### config.mk
export PLATFORM = sky130hd
export DESIGN_NAME = neurocam_req_sched
export DESIGN_NICKNAME = d
export VERILOG_FILES = /design/src/rtl/neurocam_req_sched.sv
export SDC_FILE = /design/constraint.sdc
export NUM_CORES = 1
export LEC_CHECK = 0
export BUFFER_PORTS_ARGS = -buffer_cell sky130_fd_sc_hd__buf_4
export CORE_ASPECT_RATIO = 1.5
export CORE_UTILIZATION = 50
export CTS_CLUSTER_SIZE = 30
export DETAILED_ROUTE_END_ITERATION = 10
export GPL_ROUTABILITY_DRIVEN = 0
export GPL_TIMING_DRIVEN = 0
export PLACE_DENSITY = 0.8
export SLEW_MARGIN = 10
export SYNTH_ARGS = -nofsm -noshare
export SYNTH_HDL_FRONTEND = slang
export SYNTH_SLANG_ARGS = --single-unit
export TNS_END_PERCENT = 10
### constraint.sdc
create_clock -name clk -period 2.8 [get_ports clk]
set_clock_uncertainty 0.05 [all_clocks]
set_input_delay 0.14 -clock clk [delete_from_list [all_inputs] [get_ports clk]]
set_output_delay 0.14 -clock clk [all_outputs]
set_load 0.02 [all_outputs]
### src/rtl/neurocam_req_sched.sv
// neurocam_req_sched: round-robin scheduler serialising search/write patterns into the NeuroCAM nibble protocol
module neurocam_req_sched #(
  parameter int NUM_REQ = 2,
  parameter int PAT_W = 16,
  parameter int TIMEOUT = 15
) (
  input  logic                     clk,
  input  logic                     rst_n,
  input  logic [NUM_REQ-1:0]       req_valid,
  output logic [NUM_REQ-1:0]       req_ready,
  input  logic [NUM_REQ-1:0]       req_op,
  input  logic [NUM_REQ*PAT_W-1:0] req_pattern,
  input  logic [2:0]               cfg_mode,
  output logic [7:0]               cam_ctrl,
  output logic [7:0]               cam_data,
  input  logic [7:0]               cam_result,
  input  logic [7:0]               cam_conf,
  output logic                     rsp_valid,
  input  logic                     rsp_ready,
  output logic [1:0]               rsp_id,
  output logic                     rsp_op,
  output logic [4:0]               rsp_dist,
  output logic [1:0]               rsp_tag,
  output logic [7:0]               rsp_conf,
  output logic                     rsp_timeout,
  output logic                     busy,
  output logic [7:0]               stat_search,
  output logic [7:0]               stat_timeout
);
  localparam int IW = NUM_REQ > 2 ? 2 : 1;
  typedef enum logic [2:0] {IDLE, LOAD, FIRE, WAIT, RESP} state_t;
  state_t st, st_n;
  logic [1:0] cnt, cnt_n, last, id, nib;
  logic [IW-1:0] j, win;
  logic [2:0] s, mode, mode_n;
  logic found, op, op_n, acc, done, hit, tmo;
  logic [PAT_W-1:0] pat, pat_n;
  logic [3:0] nd;
  logic [7:0] wcnt, ctrl_n, data_n;
  always_comb begin
    found = 1'b0;
    win = '0;
    s = '0;
    j = '0;
    for (int k = 1; k <= NUM_REQ; k++) begin
      s = 3'(last) + 3'(k);
      s = s >= 3'(NUM_REQ) ? s - 3'(NUM_REQ) : s;
      j = IW'(s);
      if (!found && req_valid[j]) begin
        found = 1'b1;
        win = j;
      end
    end
  end
  assign acc = rst_n && st == IDLE && found;
  assign req_ready = acc ? NUM_REQ'(1) << win : '0;
  always_comb begin
    hit = cam_result[7];
    tmo = wcnt == 8'(TIMEOUT);
    st_n = st;
    cnt_n = cnt;
    case (st)
      IDLE: if (found) begin st_n = LOAD; cnt_n = 2'd0; end
      LOAD: begin cnt_n = cnt + 2'd1; if (cnt == 2'd3) st_n = FIRE; end
      FIRE: begin cnt_n = cnt + 2'd1; if (!op) st_n = WAIT; else if (cnt == 2'd1) st_n = RESP; end
      WAIT: if (hit || tmo) st_n = RESP;
      RESP: if (rsp_ready) st_n = IDLE;
      default: st_n = IDLE;
    endcase
    op_n = acc ? req_op[win] : op;
    pat_n = acc ? req_pattern[{win, 4'b0} +: PAT_W] : pat;
    mode_n = acc ? cfg_mode : mode;
    nib = st_n == LOAD ? cnt_n : 2'd3;
    nd = pat_n[{nib, 2'b0} +: 4];
    ctrl_n = (st_n == LOAD || st_n == FIRE) ? {st_n == FIRE && !op_n, st_n == FIRE && op_n, 1'b0, mode_n, nib} : 8'h0;
    data_n = (st_n == LOAD || st_n == FIRE) ? (op_n ? {nd, 4'h0} : {4'h0, nd}) : 8'h0;
    done = st != RESP && st_n == RESP;
  end
  always_ff @(posedge clk) begin
    if (!rst_n) begin
      st <= IDLE;
      cnt <= '0;
      last <= 2'(NUM_REQ - 1);
      id <= '0;
      op <= 1'b0;
      pat <= '0;
      mode <= '0;
      wcnt <= '0;
      cam_ctrl <= '0;
      cam_data <= '0;
      rsp_valid <= 1'b0;
      busy <= 1'b0;
      rsp_id <= '0;
      rsp_op <= 1'b0;
      rsp_dist <= 5'd31;
      rsp_tag <= '0;
      rsp_conf <= '0;
      rsp_timeout <= 1'b0;
      stat_search <= '0;
      stat_timeout <= '0;
    end else begin
      st <= st_n;
      cnt <= cnt_n;
      op <= op_n;
      pat <= pat_n;
      mode <= mode_n;
      cam_ctrl <= ctrl_n;
      cam_data <= data_n;
      rsp_valid <= st_n == RESP;
      busy <= st_n != IDLE;
      wcnt <= st == WAIT ? wcnt + 8'd1 : 8'd0;
      if (acc) begin
        last <= 2'(win);
        id <= 2'(win);
      end
      if (done) begin
        rsp_id <= id;
        rsp_op <= op;
        rsp_dist <= op ? 5'd0 : hit ? cam_result[6:2] : 5'd31;
        rsp_tag <= !op && hit ? cam_result[1:0] : 2'd0;
        rsp_conf <= !op && hit ? cam_conf : 8'd0;
        rsp_timeout <= !op && !hit;
        stat_search <= stat_search + 8'(!op && stat_search != 8'hff);
        stat_timeout <= stat_timeout + 8'(!op && !hit && stat_timeout != 8'hff);
      end
    end
  end
endmodule

# [Word-level counts from Yosys, hierarchy flattened]
# Index checks and enable logic that the tools add are counted.
[op_classes] n_addsub=8 multipliers=0 n_div=0 n_lt_le_gt_ge=5 eq_ne=13 shift=3 mux=30 bitwise=2 reduce_logical=23
[ops] cell="32-bit by 6-bit variable part select with 16-bit output" n=1
[ops] cell="3-bit two-way mux" n=7
[ops] cell="8-bit by 1-bit adder with 8-bit output" n=2
[ops] cell="16-bit two-way mux" n=1
[ops] cell="8-bit != test, second input constant" n=2
[ops] cell="16-bit by 5-bit variable part select with 4-bit output" n=1
[ops] cell="3-bit one-hot mux with 5 select lines" n=1
[ops] cell="1-bit two-way mux" n=13
[ops] cell="1-bit logical AND" n=10
[ops] cell="5-bit two-way mux" n=2
[ops] cell="3-bit by 2-bit == test with 1-bit output, second input constant" n=3
[ops] cell="8-bit by 1-bit adder with 8-bit output, second input constant" n=1
[ops] cell="8-bit by 4-bit == test with 1-bit output, second input constant" n=1
[ops] cell="2-bit two-way mux" n=4
[ops] cell="8-bit two-way mux" n=1
[ops] cell="3-bit by 1-bit == test with 1-bit output, second input constant" n=2
[ops] cell="3-bit == test, second input constant" n=2
[ops] cell="1-bit by 2-bit < comparator with 1-bit output, second input constant" n=3
[ops] cell="1-bit zero test" n=4
[ops] cell="2-bit one-hot mux with 2 select lines" n=1
[ops] cell="2-bit AND reduction" n=2
[ops] cell="1-bit by 2-bit adder with 3-bit output, second input constant" n=1
[ops] cell="3-bit by 2-bit greater-or-equal comparator with 1-bit output, second input constant" n=1
[ops] cell="3-bit zero test" n=1
[ops] cell="other kinds (14)" n=17
[totals] reg_bits=87 latchBits=0 ramBits=0 romBits=0 in_bits=58 out_inout_bits=55 elab_cells=106 mem_count=0

# [Logic depth before layout (Yosys ltp)]
[depth] ltp_word=15 depth_mapped=9

# [Worst setup path before layout]
# OpenSTA, ideal clock, no wires.
[synth_path] path_type="register to register" start="reg cnt[0]" end="reg cam_data[0]" arrival_time_ns=1.863 slack_ns=0.770 path_stages_with_launch=7 n_path_buf=0 synth_period_minus_slack_ns=2.030 path_cell_list="dfxtp_1 -> ha_1 -> a211o_1 -> a21oi_1 -> a21boi_0 -> a311o_1 -> a32o_1"
[synth_via] elab_chain_cells=8
[synth_rtl] element="from (decl)" line_no="33" rtl="logic [1:0] cnt, cnt_n, last, id, nib;"
[synth_rtl] element="from (signal assigned)" line_no="103" rtl="cnt <= cnt_n;"
[synth_rtl] element="parallel branches: the longest is 8 deep, another holds 16-bit by 5-bit variable part select with 4-bit output"
[synth_rtl] element="to (signal assigned)" line_no="108" rtl="cam_data <= data_n;"
[synth_rtl] element="to (decl)" line_no="15" rtl="output logic [7:0] cam_data,"
# Several ways; the timed one is not identified.
# A chain may end at the register's enable or synchronous reset.

# [Final worst setup path]
[layout_path] start="reg cnt[0]" end="reg cam_data[2]"
# The elaborated chain is that of the path after synthesis.

==> impl_summary.log <==
[metrics] status: finished clean
[metrics] proportion of synthesized chip area in sequential cells: 42.9%
[metrics] TritonCTS clock tree: built
[metrics] most numerous cell types in the synthesized netlist: dfxtp_1 (86), nor2_1 (53), mux2i_1 (30)
[metrics] number of antenna diodes: 0
[metrics] largest cells by area after synthesis: dfxtp_1 (43%), mux2i_1 (7.5%), nor2_1 (5.0%)
[metrics] post-route cell area: 0.00525 mm²
[metrics] floorplan die height: 112 µm
[metrics] maximum clock frequency: 400 MHz
[metrics] setup TNS: 0 ns
[metrics] most instantiated flip-flop cell in the synthesis netlist: dfxtp_1
[metrics] TritonRoute pass-1 iters: 4
[metrics] overall die area: about 0.0084 mm²
[metrics] global-route wire length before repair: around 18000 µm
[metrics] dominant cell by count in the synthesized netlist: dfxtp_1
[metrics] cell area after placement: 0.00497 mm²
[metrics] data arrival time at the worst-slack endpoint: 2.68 ns
[metrics] number of synthesized flops with an enable pin: 0
[metrics] CP Capture Type: flip-flop
[metrics] Fin Hold WS: 0.0356 ns
[metrics] Hold Buf Count CTS: 0
[metrics] launch point of the worst hold path: cfg_mode[2]
[metrics] clock latency on the worst-skew pair: approximately 0.34 ns
[metrics] die extent in x: 75.2 µm
[metrics] total congestion overflow: 0
[metrics] #FFs+latches synth: 86
[metrics] HPWL reported at the end of detailed placement: 8270 µm
[metrics] Core Box Area: 0.00771 mm²
[metrics] Slew headroom: about 20%
[metrics] warnings from Yosys: 0
[metrics] Mapped Avg Cell Area: 8.95 µm²
[metrics] critical path launch point: cnt[0]
[metrics] startpoint types: flip-flop
[metrics] IO buf count: about 110
[metrics] clock-pin transition on the worst setup and hold timing paths: 0.06 ns
[metrics] initial DRC count: 214
[metrics] Leakage Power: 0.00208 µW
[metrics] Final Hold Violating Endpoints: 0
[metrics] combined global-route utilization of all metal layers: around 28%
[metrics] Via Count: 3844
[metrics] maximum capacitance violations: 0
[metrics] NumNets Final: 635
[metrics] share of synthesized registers carrying an async set or reset: 0%
[metrics] setup repair bufs after CTS: 0
[metrics] clock buffer count from CTS: 9
[metrics] average routed wire per standard cell: 16.1 µm
[metrics] total instance count after detailed placement: 661
[metrics] pin slew with the least headroom to its limit: 1.19 ns
[metrics] count of mapped cells out of synthesis: 449
[metrics] cell chosen for the clock root: clkbuf_16
[metrics] minimum clock period: 2.50 ns
[metrics] CTS sink count: 86
[metrics] Cell variety after synth: just under 50
[metrics] Residual DRC: 0
[metrics] number of global-route vias before repair: 3862
[metrics] maximum vdd ir drop: ~0.4 mV
[metrics] reg-to-reg critical path startpoint: cnt[0]
[metrics] critical setup path kind: flip-flop to flip-flop
[metrics] RSZ-0062 raised after global routing: no
[metrics] Post-Route Utilization: 68.1%
[metrics] fraction of layout cells with a size suffix above 1: 26.3%
[metrics] initial antenna violation count: 0
[metrics] # setup viols final: 0
[metrics] routed wire length: 10900 µm
[metrics] Worst EP required: ~3 ns
[metrics] H-tree levels: 3
[metrics] antenna-violating nets left: 0
[metrics] Syn Std Cell Area: 0.00402 mm²
[metrics] maximum net fanout on the critical path: 9
[metrics] area delta synth->final: 30.7%
[metrics] Final Cycle Share: 89.4%
[metrics] number of standard cells in the final layout excluding fillers: 677
[metrics] Hold/Removal Path Class: input pin to flip-flop
[metrics] leading area contributor after synthesis: dfxtp_1
[metrics] areal power density over the cells: 538 mW/mm²
[metrics] number of pins with negative max-slew slack in the final report: 0
[metrics] maximum buffer depth of the clock tree: 2
[metrics] number of top-level pins: 113
[metrics] post-synth top area share: 42.9%
[metrics] initial cell density of the core: a little over half
[metrics] largest net degree at the start of global routing: 16
[metrics] Vias/cell: 5.68
[metrics] Row Count: 39
[metrics] number of cells upsized or downsized after cts: 0
-- power by group --
| part | total [µW] | leakage [µW] | internal, µW | switching [µW] |
|---|---|---|---|---|
| Sequential | 1300 | 0.000701 | 1270 | 29.8 |
| Combinational | 402 | 0.00125 | 176 | 225 |
| Clock | 1120 | 0.000135 | 629 | 492 |
| Total | 2830 | 0.00208 | 2080 | 747 |
-- area by class of cell --
cell class | count | area (µm²)
Sequential cell | 86 | 1720
Fill cell | 650 | 2460
Clock buffer | 10 | 239
Clock inverter | 6 | 46.3
Timing Repair Buffer | 109 | 818
Tap cell | 102 | 128
Buffer | 36 | 159
Multi-Input combinational cell | 323 | 2120
Inverter | 5 | 18.8
-- through the flow --
stage	power [µW]	worst slack, ns
floorplan	1560	0.770
global placement	1720	0.397
detailed placement	1730	0.346
CTS	2840	0.333
global route	2930	0.122
finish	2830	0.298
-- sequential cells by signal (all words and copies together), names as in the netlist, 2 cells and up --
signal and flops:
cam_ctrl 7, cam_data 8, cnt 2, mode 3
pat 16, rsp_conf 8, rsp_dist 5, rsp_tag 2
st 3, stat_search 8, stat_timeout 8, wcnt 8
-- routing by layer --
layer  vias to the layer above  track usage, %  wire [µm]
met1                      1803            29.7       4200
met2                       132            49.6       5850
met3                        25            4.62        519
met5                         -               0          0
li1                       1884               -          -
met4                         0            13.8        367
-- cells by family after synthesis --
group           share of synthesized area [%]
xor+xnor                                 1.53
mux                                      9.16
fa+ha+maj                                2.18
other cells                            0.0934
flops                                    42.9
buf+inv                                  4.42
compound gates                           18.5
simple gates                             21.2
-- layout by cell type (no fill, tap or decap), types with 5 or more instances in the layout --
cell type / instances
nor2_1: 53
o311ai_0: 5
a211oi_1: 17
a21oi_1: 27
o31ai_1: 5
inv_1: 5
dfxtp_1: 86
nor4_1: 6
xnor2_1: 5
nor2b_1: 7
nand3_1: 22
o21ai_0: 22
a32o_1: 8
a21boi_0: 7
mux2i_1: 30
clkbuf_1: 23
clkbuf_16: 9
ha_1: 7
buf_4: 113
nand2_1: 22
nand4_1: 13
or4_1: 6
mux2_2: 6
nor3_1: 9
buf_2: 7
nand2b_1: 8
-- worst max-delay path: stages, from the launching register on --
cell and delay [ns]:
dfxtp_1 0.39, ha_1 0.25, a211o_1 0.30, a21oi_1 0.50
a21boi_0 0.21, a311o_1 0.45, a32o_1 0.25
-- worst paths after layout --
kind,endpoint,slack [ns],depth (start not counted)
setup / recovery,cam_data[2],0.30,6
hold reg to reg,wcnt[0],0.40,1
setup reg to reg,cam_data[2],0.30,6
hold / removal,mode[2],0.04,3
No activity file was read; power rests on OpenSTA's default activity.
